**config.mk**
```make
export PLATFORM = sky130hd
export DESIGN_NAME = alu_ctrl_sequencer
export DESIGN_NICKNAME = d
export VERILOG_FILES = /design/src/rtl/alu_ctrl_sequencer_pkg.sv /design/src/rtl/alu_ctrl_sequencer_ir_decode.sv /design/src/rtl/alu_ctrl_sequencer.sv
export SDC_FILE = /design/constraint.sdc
export NUM_CORES = 1
export LEC_CHECK = 0
export ABC_AREA = 1
export CORE_ASPECT_RATIO = 1.2
export CORE_MARGIN = 1.5
export CORE_UTILIZATION = 32
export CTS_CLUSTER_SIZE = 24
export DETAILED_ROUTE_END_ITERATION = 12
export GPL_ROUTABILITY_DRIVEN = 0
export GPL_TIMING_DRIVEN = 0
export HOLD_SLACK_MARGIN = 0.1
export SETUP_SLACK_MARGIN = 0.1
export SYNTH_ARGS = -nofsm -noshare
export SYNTH_HDL_FRONTEND = slang
export SYNTH_SLANG_ARGS = --single-unit
```
**constraint.sdc**
```tcl
create_clock -name clock -period 2.45 [get_ports clock]
set_clock_uncertainty 0.05 [all_clocks]
set_input_delay 0.245 -clock clock [delete_from_list [all_inputs] [get_ports clock]]
set_output_delay 0.245 -clock clock [all_outputs]
set_load 0.01 [all_outputs]
```
**src/rtl/alu_ctrl_sequencer_pkg.sv**
```systemverilog
// Shared types and constants for the ALU control-step sequencer: opcodes,
// control-step states, IR field positions, opcode classes and strobe bundle.
package seq_pkg;

  localparam logic [4:0] OP_ADD = 5'b00011;
  localparam logic [4:0] OP_SUB = 5'b00100;
  localparam logic [4:0] OP_SHR = 5'b00101;
  localparam logic [4:0] OP_SHL = 5'b00111;
  localparam logic [4:0] OP_ROR = 5'b01000;
  localparam logic [4:0] OP_ROL = 5'b01001;
  localparam logic [4:0] OP_AND = 5'b01010;
  localparam logic [4:0] OP_OR  = 5'b01011;
  localparam logic [4:0] OP_MUL = 5'b01111;
  localparam logic [4:0] OP_DIV = 5'b10000;
  localparam logic [4:0] OP_NEG = 5'b10001;
  localparam logic [4:0] OP_NOT = 5'b10010;

  localparam int OP_MSB = 31;
  localparam int RA_MSB = 26;
  localparam int RB_MSB = 22;
  localparam int RC_MSB = 18;

  typedef enum logic [3:0] {
    IDLE, T0, T1, T2, T3, T4, T5, T6, FAULT
  } state_t;

  typedef enum logic [1:0] {
    CLS_3OP, CLS_2OP, CLS_MULDIV, CLS_ILL
  } op_class_t;

  typedef struct packed {
    logic pc_out;
    logic mar_in;
    logic inc_pc;
    logic read;
    logic mdr_in;
    logic mdr_out;
    logic ir_in;
    logic y_in;
    logic z_low_in;
    logic z_high_in;
    logic z_low_out;
    logic z_high_out;
    logic hi_in;
    logic lo_in;
    logic busy;
    logic done;
    logic illegal;
  } strobes_t;

  function automatic op_class_t classify(input logic [4:0] op);
    case (op)
      OP_ADD, OP_SUB, OP_SHR, OP_SHL,
      OP_ROR, OP_ROL, OP_AND, OP_OR:  return CLS_3OP;
      OP_MUL, OP_DIV:                 return CLS_MULDIV;
      OP_NEG, OP_NOT:                 return CLS_2OP;
      default:                        return CLS_ILL;
    endcase
  endfunction

endpackage

```
**src/rtl/alu_ctrl_sequencer_ir_decode.sv**
```systemverilog
// Combinational instruction-word decode: opcode class, register indices and
// a flag for register fields that address beyond NUM_REGS.
module seq_ir_decode
  import seq_pkg::*;
#(
  parameter int NUM_REGS = 16,
  parameter int FW       = 4
) (
  input  logic [31:0]   ir,
  output op_class_t     cls,
  output logic [FW-1:0] ra,
  output logic [FW-1:0] rb,
  output logic [FW-1:0] rc,
  output logic          field_ill
);

  logic ra_bad, rb_bad, rc_bad;
  logic unused_low_bits;

  assign cls = classify(ir[OP_MSB -: 5]);
  assign ra  = ir[RA_MSB -: FW];
  assign rb  = ir[RB_MSB -: FW];
  assign rc  = ir[RC_MSB -: FW];

  assign ra_bad = int'(ra) >= NUM_REGS;
  assign rb_bad = int'(rb) >= NUM_REGS;
  assign rc_bad = int'(rc) >= NUM_REGS;

  // Only the fields an opcode class actually uses can make it illegal.
  always_comb begin
    field_ill = 1'b0;
    case (cls)
      CLS_3OP:             field_ill = ra_bad | rb_bad | rc_bad;
      CLS_MULDIV, CLS_2OP: field_ill = ra_bad | rb_bad;
      default:             field_ill = 1'b0;
    endcase
  end

  assign unused_low_bits = ^ir[RC_MSB-FW:0];

endmodule

```
**src/rtl/alu_ctrl_sequencer.sv**
```systemverilog
// Moore control-step sequencer (T0..T6) driving DataPath strobes for ALU ops.
// Optional SEQ_PERF_CNT_EN adds instr_count / cycle_count outputs.
module alu_ctrl_sequencer
  import seq_pkg::*;
#(
  parameter int NUM_REGS    = 16,
  parameter int OPCODE_W    = 5,
  parameter int READ_CYCLES = 1
) (
  input  logic                clock,
  input  logic                clear,
  input  logic                run,
  input  logic [31:0]         ir_word,
  output logic                pc_out,
  output logic                mar_in,
  output logic                inc_pc,
  output logic                read,
  output logic                mdr_in,
  output logic                mdr_out,
  output logic                ir_in,
  output logic                y_in,
  output logic                z_low_in,
  output logic                z_high_in,
  output logic                z_low_out,
  output logic                z_high_out,
  output logic                hi_in,
  output logic                lo_in,
  output logic [OPCODE_W-1:0] alu_op,
  output logic [NUM_REGS-1:0] reg_in,
  output logic [NUM_REGS-1:0] reg_out,
  output logic                busy,
  output logic                done,
  output logic                illegal
`ifdef SEQ_PERF_CNT_EN
  ,
  output logic [31:0]         instr_count,
  output logic [31:0]         cycle_count
`endif
);

  localparam int         FW      = (NUM_REGS > 1) ? $clog2(NUM_REGS) : 1;
  localparam logic [3:0] RD_LAST = 4'(READ_CYCLES - 1);

  state_t              state, nx_state;
  logic [3:0]          rd_cnt, nx_rd_cnt;
  logic [31:0]         ir_q, ir_next;
  op_class_t           cls;
  logic [FW-1:0]       ra, rb, rc;
  logic                field_ill, ill;
  strobes_t            stb_q, nx_stb;
  logic [OPCODE_W-1:0] op_q, nx_op;
  logic [NUM_REGS-1:0] rin_q, rout_q, nx_rin, nx_rout;

  function automatic logic [NUM_REGS-1:0] onehot(input logic [FW-1:0] idx);
    return NUM_REGS'(1) << idx;
  endfunction

  // Decoding the IR value about to be latched lets T2 branch past T3 for
  // 2-op instructions and lets outputs be registered from the next state.
  assign ir_next = (state == T2) ? ir_word : ir_q;

  seq_ir_decode #(
    .NUM_REGS (NUM_REGS),
    .FW       (FW)
  ) u_decode (
    .ir        (ir_next),
    .cls       (cls),
    .ra        (ra),
    .rb        (rb),
    .rc        (rc),
    .field_ill (field_ill)
  );

  assign ill = (cls == CLS_ILL) || field_ill;

  always_comb begin
    nx_state  = state;
    nx_rd_cnt = rd_cnt;
    case (state)
      IDLE:  if (run) nx_state = T0;
      T0: begin
        nx_state  = T1;
        nx_rd_cnt = '0;
      end
      T1: begin
        if (rd_cnt == RD_LAST) begin
          nx_state  = T2;
          nx_rd_cnt = '0;
        end else begin
          nx_rd_cnt = rd_cnt + 4'd1;
        end
      end
      T2:    nx_state = (cls == CLS_2OP && !ill) ? T4 : T3;
      T3:    nx_state = ill ? FAULT : T4;
      T4:    nx_state = T5;
      T5:    nx_state = (cls == CLS_MULDIV) ? T6 : (run ? T0 : IDLE);
      T6:    nx_state = run ? T0 : IDLE;
      FAULT: nx_state = FAULT;
      default: nx_state = IDLE;
    endcase
  end

  always_comb begin
    nx_stb  = '0;
    nx_op   = '0;
    nx_rin  = '0;
    nx_rout = '0;
    case (nx_state)
      T0: begin
        nx_stb.pc_out = 1'b1;
        nx_stb.mar_in = 1'b1;
        nx_stb.inc_pc = 1'b1;
      end
      T1: begin
        nx_stb.read   = 1'b1;
        nx_stb.mdr_in = 1'b1;
      end
      T2: begin
        nx_stb.mdr_out = 1'b1;
        nx_stb.ir_in   = 1'b1;
      end
      T3: begin
        if (!ill) begin
          nx_stb.y_in = 1'b1;
          nx_rout     = onehot((cls == CLS_MULDIV) ? ra : rb);
        end
      end
      T4: begin
        nx_op            = ir_next[OP_MSB -: OPCODE_W];
        nx_stb.z_low_in  = 1'b1;
        nx_stb.z_high_in = (cls == CLS_MULDIV);
        nx_rout          = onehot((cls == CLS_3OP) ? rc : rb);
      end
      T5: begin
        nx_stb.z_low_out = 1'b1;
        if (cls == CLS_MULDIV) begin
          nx_stb.lo_in = 1'b1;
        end else begin
          nx_rin      = onehot(ra);
          nx_stb.done = 1'b1;
        end
      end
      T6: begin
        nx_stb.z_high_out = 1'b1;
        nx_stb.hi_in      = 1'b1;
        nx_stb.done       = 1'b1;
      end
      FAULT:   nx_stb.illegal = 1'b1;
      default: nx_stb = '0;
    endcase
    nx_stb.busy = (nx_state != IDLE) && (nx_state != FAULT);
  end

  always_ff @(posedge clock or negedge clear) begin
    if (!clear) begin
      state  <= IDLE;
      rd_cnt <= '0;
      ir_q   <= '0;
      stb_q  <= '0;
      op_q   <= '0;
      rin_q  <= '0;
      rout_q <= '0;
    end else begin
      state  <= nx_state;
      rd_cnt <= nx_rd_cnt;
      ir_q   <= ir_next;
      stb_q  <= nx_stb;
      op_q   <= nx_op;
      rin_q  <= nx_rin;
      rout_q <= nx_rout;
    end
  end

`ifdef SEQ_PERF_CNT_EN
  always_ff @(posedge clock or negedge clear) begin
    if (!clear) begin
      instr_count <= '0;
      cycle_count <= '0;
    end else begin
      if (stb_q.done) instr_count <= instr_count + 32'd1;
      if (stb_q.busy) cycle_count <= cycle_count + 32'd1;
    end
  end
`endif

  assign pc_out     = stb_q.pc_out;
  assign mar_in     = stb_q.mar_in;
  assign inc_pc     = stb_q.inc_pc;
  assign read       = stb_q.read;
  assign mdr_in     = stb_q.mdr_in;
  assign mdr_out    = stb_q.mdr_out;
  assign ir_in      = stb_q.ir_in;
  assign y_in       = stb_q.y_in;
  assign z_low_in   = stb_q.z_low_in;
  assign z_high_in  = stb_q.z_high_in;
  assign z_low_out  = stb_q.z_low_out;
  assign z_high_out = stb_q.z_high_out;
  assign hi_in      = stb_q.hi_in;
  assign lo_in      = stb_q.lo_in;
  assign busy       = stb_q.busy;
  assign done       = stb_q.done;
  assign illegal    = stb_q.illegal;
  assign alu_op     = op_q;
  assign reg_in     = rin_q;
  assign reg_out    = rout_q;

endmodule

```
==> key figures, run 1 <==
Outcome
  – Status: finished with violations
  – Failing checks: setup timing

GRT
  – Largest net degree at the start of global routing: 75
  – Total grt overflow: 0
  – First-pass GRT wire length: 15.63 mm
  – Vias in the first global route: 3337
  – Antenna violations before repair: 0
  – All-layer global routing usage: 16.93%

Power and ir drop
  – Maximum VDD drop: 0.5599 mV
  – Clock Power Share: 14.7%
  – Sw Share: 47.23%
  – Sequential share of power: 18.4%
  – Power Density: 1496 nW/um^2
  – Combinational power share: 66.9%
  – Net load switching power: 4063 uW
  – Int Pwr: 4540 uW
  – Static leakage: 0.002702 uW

Logic synthesis
  – Top-area cell type share of the netlist area: 51.57%
  – #FFs+latches synth: 74
  – Syn_nets: 444
  – Post-Syn Area: 3591 um^2
  – Synth warn: 0
  – Post-Syn Instances: 406
  – Area contributors post-synth: dfrtp_1 (52%), nand2_1 (8.8%), nor2_1 (5.3%), nand3_1 (5.2%), inv_1 (4.6%)
  – Synth area leader: dfrtp_1
  – Synthesized area per cell: 8.845 um^2
  – Register area share after synthesis: 51.57%
  – Unique masters post-synth: 32

Timing
  – Final Cycle Share: 102.9%
  – Final setup violation count: 17
  – Slew Limit Fails: 0
  – Unrepaired setup endpoints after global routing: true
  – FMAX: 396.5 MHz
  – Minimum clock period: 2.522 ns
  – Worst setup margin: -0.07177 ns
  – Final hold violation count: 0
  – Worst slew margin: 64.78%
  – Measured slew at the worst slew-check pin: 0.5282 ns

Finish
  – Diodes inserted: 0
  – FILL cells: 974
  – Fin nets: 581
  – Area of the multi-input gates: 1959 um^2
  – Finished Layout Cells: 680
  – Syn-to-layout area delta: 60.17%
  – Register area: 1852 um^2
  – Commonest non-fill, non-tap cells in the layout: dfrtp_1 (74), clkdlybuf4s50_1 (72), nand2_1 (46)
  – Commonest non-fill, non-tap cell in the layout: dfrtp_1
  – Layout cells sized above 1: 39.60%

CTS
  – Root buffer cell: clkbuf_16
  – Number of CTS-inserted buffers: 9
  – CTS tree: yes
  – Clk buf depth: 2
  – # H-tree levels: 3
  – CTS clk-pin slew, worst paths: 0.06 ns
  – Clk Latency, worst-skew pair: 0.34 ns
  – TritonCTS Sinks: 74

Route
  – Initial DRC count: 101
  – Post-DRT Antenna Nets: 0
  – DR pass1 iterations: 5
  – Vias: 3253
  – Final Routed Wirelength: 9.726 mm
  – Drt drc: 0
  – Detail-routed net length per standard cell: 14.30 um
  – Vias per std cell: 4.784

Critical path
  – Max FO, Critical Path: 8
  – CP top delay family: simple AND/OR/NAND/NOR gates
  – Slowest CP cell: dfrtp_1
  – CP endpoint kind: flop
  – Critical path's most frequent cell: nand2_4
  – WP data arrival: 2.74 ns
  – Startpoint Class: flop
  – Crit-path max cell delay: 0.43 ns
  – Worst Path Buf+Inv: 2
  – CP Class: reg -> reg
  – CP cell instances: nor2_4 -> nand2_2 -> buf_6 -> nand2_4 -> nand2_4 -> ha_4 -> nand3_2 -> nand2_2 -> nand2_4 -> nand2_4 -> nand2_4 -> clkbuf_16 -> o21ai_4 -> nand4_1 -> nand2_1
  – Worst Path Required: 2.67 ns

Placement
  – I/O Buffers: 73
  – Dpl hpwl: 6.364 mm
  – Cells after DPL: 612
  – DP Worst Slack: -0.2802 ns

Floorplanning
  – Core area: 10980 um^2
  – Initial Utilization: 32.70%
  – DIE AREA: 11870 um^2
  – Io pins: 89
  – Vert. Die Dim: 119.0 um
  – Row count: 42
  – Die Wd: 99.70 um

Flow run
  – Max_cap viols: 0

Hold path
  – Hold Crit Class: in -> async
-- worst paths after layout --
check / slack (ns) / cells past startpoint / to / from
worst min-delay path: 0.40 / 3 / ir_q[15] / clear
worst max register to register: -0.07 / 15 / reg_out[11] / state[2]
max in group asynchronous: 1.63 / 3 / reg_out[8] / clear
worst max-delay path: -0.07 / 15 / reg_out[11] / state[2]
worst min register to register: 0.52 / 2 / ir_q[30] / ir_q[30]
min in group clock: 0.52 / 2 / ir_q[30] / ir_q[30]
-- cells in the mapped netlist --
cell type / instances
nand2_1: 84
dfrtp_1: 74
nor2_1: 51
inv_1: 44
nand3_1: 37
nand4_1: 21
o21ai_0: 15
or2_2: 13
nand2_2: 12
buf_4: 6
nor2_2: 5
nand3b_1: 4
o21ai_2: 4
buf_6: 3
ha_1: 3
nand3_2: 3
nor2_4: 3
o22ai_1: 3
clkbuf_1: 2
nand2_4: 2
nand3_4: 2
nand4_4: 2
nor3_1: 2
o21ai_4: 2
o31ai_1: 2
inv_2: 1
inv_4: 1
nor2_8: 1
o21ai_1: 1
or2_1: 1
xnor2_1: 1
xor2_1: 1
-- logic make-up (layout without fill, tap and decap cells) --
logic type,count (synthesis),in the layout,share of synthesized area (%)
and+or+nand+nor,243,244,34.56
DFF,74,74,51.57
buffers and inverters,57,197,7.282
AOI/OAI and AO/OA,27,28,5.052
adders and majority gates,3,3,1.045
xor gates and xnor gates,2,2,0.4879
-- worst register-to-register path: cells and delay by family (launching register included) --
kind	cells	cell delay, ns
simple gates	11	1.17
fa+ha+maj	1	0.26
buf+inv	2	0.31
compound gates	1	0.24
flops	1	0.43
-- final cells by class --
class                           instances  area share (%)
Multi-Input combinational cell        277           34.07
Buffer                                 11           1.631
Inverter                               46           3.241
Clock inverter                          4          0.4351
Tap cell                              132           2.871
Sequential cell                        74           32.19
Clock buffer                           12           4.633
Timing Repair Buffer                  124           20.93
-- layer usage --
layer | up-vias | routed length, um | global-route usage [%] | part of all wire, %
li1 | 1588 | - | - | -
met3 | 32 | 332 | 3.052 | 3.4
met5 | - | 0 | 0 | 0
met4 | 0 | 340 | 9.419 | 3.5
met2 | 96 | 5286 | 30.70 | 54
met1 | 1537 | 3767 | 18.25 | 39
-- registers in the layout, summed over array words and instances (netlist names) --
| register | flops |
|---|---|
| ir_q | 17 |
| reg_in | 16 |
| reg_out | 16 |
| alu_op | 5 |
| rd_cnt | 4 |
| state | 4 |
| busy | 1 |
| done | 1 |
| hi_in | 1 |
| illegal | 1 |
| inc_pc | 1 |
| ir_in | 1 |
| lo_in | 1 |
| mdr_in | 1 |
| y_in | 1 |
| z_high_in | 1 |
| z_low_in | 1 |
| z_low_out | 1 |
-- power by group through the flow --
stage	Combinational [uW]	Sequential [uW]	Clock, uW
2_1_floorplan	2740	1630	0
3_3_place_gp	3610	1600	0
3_5_place_dp	3670	1600	0
4_1_cts	4820	1580	1280
5_1_grt	6170	1610	1340
6_report	5760	1580	1260
-- stage by stage --
stage / TNS [ns] / util (%) / area (um^2) / total power [uW] / hold WS [ns]
finish: -0.5571 / 52.37 / 5752 / 8603 / 0.3976
detailed placement: -8.612 / 41.74 / 4584 / 5279 / 0.2382
floorplan: 0 / - / 3664 / 4374 / -0.1006
global placement: -110.23 / 41.51 / 4559 / 5210 / 0.4909
CTS: -0.1903 / 49.17 / 5400 / 7688 / 0.4163
global route: -3.618 / 52.37 / 5752 / 9118 / 0.4586
-- what timing repair did --
| action | 4_1_cts | 5_1_grt |
|---|---|---|
| pin swaps | 21 | 43 |
| gates resized for setup | 50 | 87 |
| setup buffers | 39 | 8 |
| hold buffers | 1 | 0 |
| cloned | 3 | 1 |
| endpoints found under the setup margin | 44 | 44 |
| hold endpoints to repair | 74 | 0 |
No activity file was read; power rests on OpenSTA's default activity.
==> run 2: changes to the inputs <==
--- a/config.mk
+++ b/config.mk
@@ -14,6 +14,7 @@
 export GPL_ROUTABILITY_DRIVEN = 0
 export GPL_TIMING_DRIVEN = 0
 export HOLD_SLACK_MARGIN = 0.1
+export RECOVER_POWER = 25
 export SETUP_SLACK_MARGIN = 0.1
 export SYNTH_ARGS = -nofsm -noshare
 export SYNTH_HDL_FRONTEND = slang
==> key figures, run 2 (synthesis gave the netlist of run 1 again) <==
Critical path
  – CP endpoint kind: flop
  – Max FO, Critical Path: 7
  – CP Class: reg -> reg
  – Reg2Reg Setup Slack: -0.07 ns
  – Startpoint Class: flop
  – Worst Path Required: 2.67 ns
  – Cells on worst reg2reg path: 17
  – WP data arrival: 2.75 ns

Timing
  – Measured slew at the worst slew-check pin: 1.566 ns
  – Final setup violation count: 18
  – Slew Limit Fails: 75
  – Setup TNS: -0.5911 ns
  – FMAX: 396.3 MHz
  – Final hold violation count: 0
  – Unrepaired setup endpoints after global routing: true
  – Worst slew margin: -4.394%
  – Worst setup margin: -0.07336 ns
  – Final hold slack: 0.5151 ns
  – Minimum clock period: 2.523 ns
  – Final Cycle Share: 103.0%

Route
  – Detail-routed net length per standard cell: 14.25 um
  – DR pass1 iterations: 4
  – Vias per std cell: 4.765
  – Post-DRT Antenna Nets: 0
  – Final Routed Wirelength: 9.690 mm
  – Initial DRC count: 94
  – Drt drc: 0
  – Vias: 3240

Power and ir drop
  – Power Density: 1499 nW/um^2
  – Maximum VDD drop: 0.5632 mV
  – Total power: 8587 uW
  – Static leakage: 0.002693 uW

CTS
  – # H-tree levels: 3
  – CTS clk-pin slew, worst paths: 0.06 ns
  – TritonCTS Sinks: 74
  – CTS tree: yes
  – Clk Latency, worst-skew pair: 0.34 ns
  – Number of CTS-inserted buffers: 9
  – Clk buf depth: 2
  – Root buffer cell: clkbuf_16

GRT
  – All-layer global routing usage: 16.93%
  – Total grt overflow: 0
  – Largest net degree at the start of global routing: 75
  – Antenna violations before repair: 0
  – Vias in the first global route: 3337
  – First-pass GRT wire length: 15.63 mm

Floorplanning
  – Io pins: 89
  – Initial Utilization: 32.70%
  – DIE AREA: 11870 um^2
  – Die Wd: 99.70 um
  – Vert. Die Dim: 119.0 um
  – Row count: 42
  – Core area: 10980 um^2

Outcome
  – Failing checks: capacitance limit, slew limit, setup timing
  – Status: finished with violations

Finish
  – Syn-to-layout area delta: 59.55%
  – Top reg by flops: ir_q
  – Commonest non-fill, non-tap cell in the layout: dfrtp_1
  – Diodes inserted: 0
  – Core Util, Final: 52.16%
  – Commonest non-fill, non-tap cells in the layout: dfrtp_1 (74), clkdlybuf4s50_1 (72), nand2_1 (46)
  – Fin nets: 581
  – Layout cells sized above 1: 39.60%
  – Flip-flop count of the largest register after layout: 17

Hold path
  – Hold Crit Class: reg -> reg
  – Hold depth: 2

Placement
  – Dpl hpwl: 6.364 mm
  – DP Worst Slack: -0.2802 ns
  – I/O Buffers: 73

Flow run
  – Max_cap viols: 1
==> run 2: per-layer routing <==
metal,up-vias,GRT usage (%),wire (um)
li1,1587,-,-
met1,1532,18.25,3708
met2,91,30.70,5314
met3,30,3.052,319
met4,0,9.419,347
met5,-,0,0
==> run 2: stage by stage <==
step / cells / area, um^2
6_report: 680 / 5729
3_3_place_gp: 611 / 4559
3_5_place_dp: 612 / 4584
2_1_floorplan: 406 / 3664
4_1_cts: 671 / 5400
5_1_grt: 680 / 5729
==> run 2: timing repair <==
action	in CTS	in global routing
endpoints found under the setup margin	44	44
gates cloned	3	1
hold buffers	1	0
pin swaps	21	43
gates resized for setup	50	87
setup buffers	39	8
hold endpoints to repair	74	0
==> run 2: critical path: stages, from the launching register on <==
cell	delay [ns]
dfrtp_1	0.43
nor2_4	0.19
nand2_2	0.09
buf_6	0.14
nand2_4	0.06
nand2_4	0.05
ha_4	0.26
nand3_2	0.08
nand2_2	0.11
nand2_4	0.12
nand2_4	0.11
nand2_4	0.08
buf_8	0.14
nand2_2	0.07
nand2_4	0.07
nor2_4	0.15
nand4_1	0.16
nand2_1	0.10
==> run 2: power by group <==
part	leakage, uW	total (uW)	switching [uW]	internal, uW
Sequential	0.000976	1580	103	1480
Clock	0.000141	1260	497	764
Combinational	0.00158	5740	3450	2290
Total	0.00269	8590	4050	4540
==> run 2: worst paths after layout <==
check	end	from
worst max-delay path	reg_out[2]	state[2]
min in group asynchronous	rd_cnt[1]	clear
worst min register to register	ir_q[30]	ir_q[30]
worst max register to register	reg_out[2]	state[2]
worst min-delay path	ir_q[30]	ir_q[30]
max in group asynchronous	y_in	clear
==> run 2: cell type report <==
type                            instances  area (um^2)
Timing Repair Buffer                  124         1181
Clock inverter                          4        25.02
Fill cell                             977         5254
Buffer                                 11        93.84
Sequential cell                        74         1852
Tap cell                              132        165.2
Multi-Input combinational cell        277         1959
Clock buffer                           12        266.5
Inverter                               46        186.4
==> run 3: changes to the inputs <==
--- a/config.mk
+++ b/config.mk
@@ -14,6 +14,7 @@
 export GPL_ROUTABILITY_DRIVEN = 0
 export GPL_TIMING_DRIVEN = 0
 export HOLD_SLACK_MARGIN = 0.1
+export PLACE_DENSITY_LB_ADDON = 0.3
 export RECOVER_POWER = 25
 export SETUP_SLACK_MARGIN = 0.1
 export SYNTH_ARGS = -nofsm -noshare
==> key figures, run 3 (synthesis gave the netlist of run 1 again) <==
Power and ir drop
  – Static leakage: 0.002640 uW
  – Power Density: 1485 nW/um^2
  – Maximum VDD drop: 0.5649 mV

Finish
  – Layout cells sized above 1: 35.29%
  – Core Util, Final: 50.92%
  – Commonest non-fill, non-tap cell in the layout: dfrtp_1
  – Commonest non-fill, non-tap cells in the layout: dfrtp_1 (73), clkdlybuf4s50_1 (72), nand2_1 (55)
  – Diodes inserted: 0
  – FILL cells: 1007
  – Top reg by flops: ir_q
  – Register area: 1853 um^2
  – Fin nets: 578
  – Area of the multi-input gates: 1881 um^2
  – Flip-flop count of the largest register after layout: 17
  – Finished Layout Cells: 676
  – Syn-to-layout area delta: 55.75%

Critical path
  – Worst Path Buf+Inv: 3
  – CP top delay family: simple AND/OR/NAND/NOR gates
  – Crit-path max cell delay: 0.44 ns
  – Cells on worst reg2reg path: 17
  – Crit path launch: state[2]
  – Reg2Reg Setup Slack: -0.09 ns
  – CP Class: reg -> reg
  – CP cell instances: nor2_4 -> nand2_2 -> buf_6 -> nand2_4 -> nand2_2 -> inv_2 -> ha_4 -> nand3b_1 -> nand3_2 -> o21ai_4 -> nand4_4 -> nand3_4 -> nand2_4 -> nor2_8 -> buf_4 -> nand2_1 -> nand2_1
  – Worst Path Required: 2.68 ns
  – Max FO, Critical Path: 7
  – Slowest CP cell: dfrtp_2
  – CP endpoint: reg_out[13]
  – CP endpoint kind: flop
  – Reg2reg end: reg_out[13]
  – R2r startpoint: state[2]
  – WP data arrival: 2.77 ns
  – Startpoint Class: flop
  – Worst path depth: 17

Route
  – Drt drc: 0
  – DR pass1 iterations: 4
  – Post-DRT Antenna Nets: 0
  – Initial DRC count: 90
  – Final Routed Wirelength: 9.627 mm
  – Vias per std cell: 4.817
  – Detail-routed net length per standard cell: 14.24 um
  – Vias: 3256

CTS
  – CTS tree: yes
  – Clk buf depth: 2
  – # H-tree levels: 3
  – TritonCTS Sinks: 74
  – CTS clk-pin slew, worst paths: 0.06 ns
  – Clk Latency, worst-skew pair: 0.34 ns
  – Number of CTS-inserted buffers: 9
  – Root buffer cell: clkbuf_16

Floorplanning
  – Initial Utilization: 32.70%
  – Row count: 42
  – Core area: 10980 um^2
  – Vert. Die Dim: 119.0 um
  – DIE AREA: 11870 um^2
  – Io pins: 89
  – Die Wd: 99.70 um

Timing
  – Minimum clock period: 2.537 ns
  – FMAX: 394.1 MHz
  – Setup TNS: -1.034 ns
  – Measured slew at the worst slew-check pin: 0.9245 ns
  – Final setup violation count: 18
  – Worst slew margin: 38.36%
  – Slew Limit Fails: 0
  – Final Cycle Share: 103.6%
  – Unrepaired setup endpoints after global routing: true
  – Final hold violation count: 0
  – Worst setup margin: -0.08730 ns

Placement
  – Dpl hpwl: 6.339 mm
  – I/O Buffers: 73
  – Cells after DPL: 611

Hold path
  – Hold Crit Class: reg -> reg
  – Hold depth: 1

GRT
  – Antenna violations before repair: 0
  – Vias in the first global route: 3287
  – All-layer global routing usage: 16.71%
  – Total grt overflow: 0
  – Largest net degree at the start of global routing: 75
  – First-pass GRT wire length: 15.55 mm

Flow run
  – Max_cap viols: 0

Outcome
  – Failing checks: setup timing
  – Status: finished with violations
==> run 3: worst min-delay path by stage <==
| stage | endpoint | slack [ns] | from |
|---|---|---|---|
| 6_report | state[3] | 0.49 | state[2] |
| 5_1_grt | state[3] | 0.51 | state[2] |
| 4_1_cts | state[3] | 0.50 | state[2] |
| 3_5_place_dp | reg_out[11] | 0.40 | clear |
| 3_3_place_gp | ir_q[31] | 0.49 | ir_q[31] |
| 2_1_floorplan | alu_op[0] | -0.10 | clear |
==> run 3: area by class of cell <==
class,count,area share (%)
clock inverters,3,0.2685
plain buffers,11,1.700
well taps,132,2.953
multi-input cells,277,33.62
inverters,46,3.333
clock buffers,12,4.586
flip-flops and latches,74,33.13
repair buffers,121,20.40
==> run 3: power by group <==
part | internal, uW | switching [uW]
clock | 729 | 482
combinational | 2200 | 3310
sequential | 1480 | 103
==> run 3: routing by layer <==
metal / share of wire [%] / global-route usage (%) / routed length, um
met5: 0 / 0 / 0
met4: 2.9 / 6.954 / 279
met3: 3.7 / 3.697 / 361
met2: 55 / 29.38 / 5323
met1: 38 / 19.42 / 3663
==> run 3: through the flow <==
stage                     hold WS, ns  total power [uW]  cell area (um^2)  setup WS, ns
after CTS                      0.4979              7606              5296      -0.02419
after floorplan               -0.1006              4374              3664       0.08639
after detailed placement       0.3975              5300              4557       -0.2789
after global routing           0.5131              8877              5593       -0.2394
final                          0.4914              8308              5593      -0.08730
after global placement         0.4905              5211              4559        -1.375
==> run 3: what timing repair did <==
item,CTS,global route
hold buffers,1,0
hold endpoints to repair,74,0
setup endpoints to repair,44,45
pin swaps,32,21
gates cloned,3,1
setup buffers,33,12
gates resized for setup,49,59
==> run 3: worst register-to-register path: stages (launching register included) <==
cell and delay, ns:
dfrtp_2 0.44, nor2_4 0.17, nand2_2 0.08, buf_6 0.14
nand2_4 0.05, nand2_2 0.07, inv_2 0.08, ha_4 0.13
nand3b_1 0.13, nand3_2 0.15, o21ai_4 0.17, nand4_4 0.20
nand3_4 0.14, nand2_4 0.07, nor2_8 0.13, buf_4 0.15
nand2_1 0.06, nand2_1 0.06
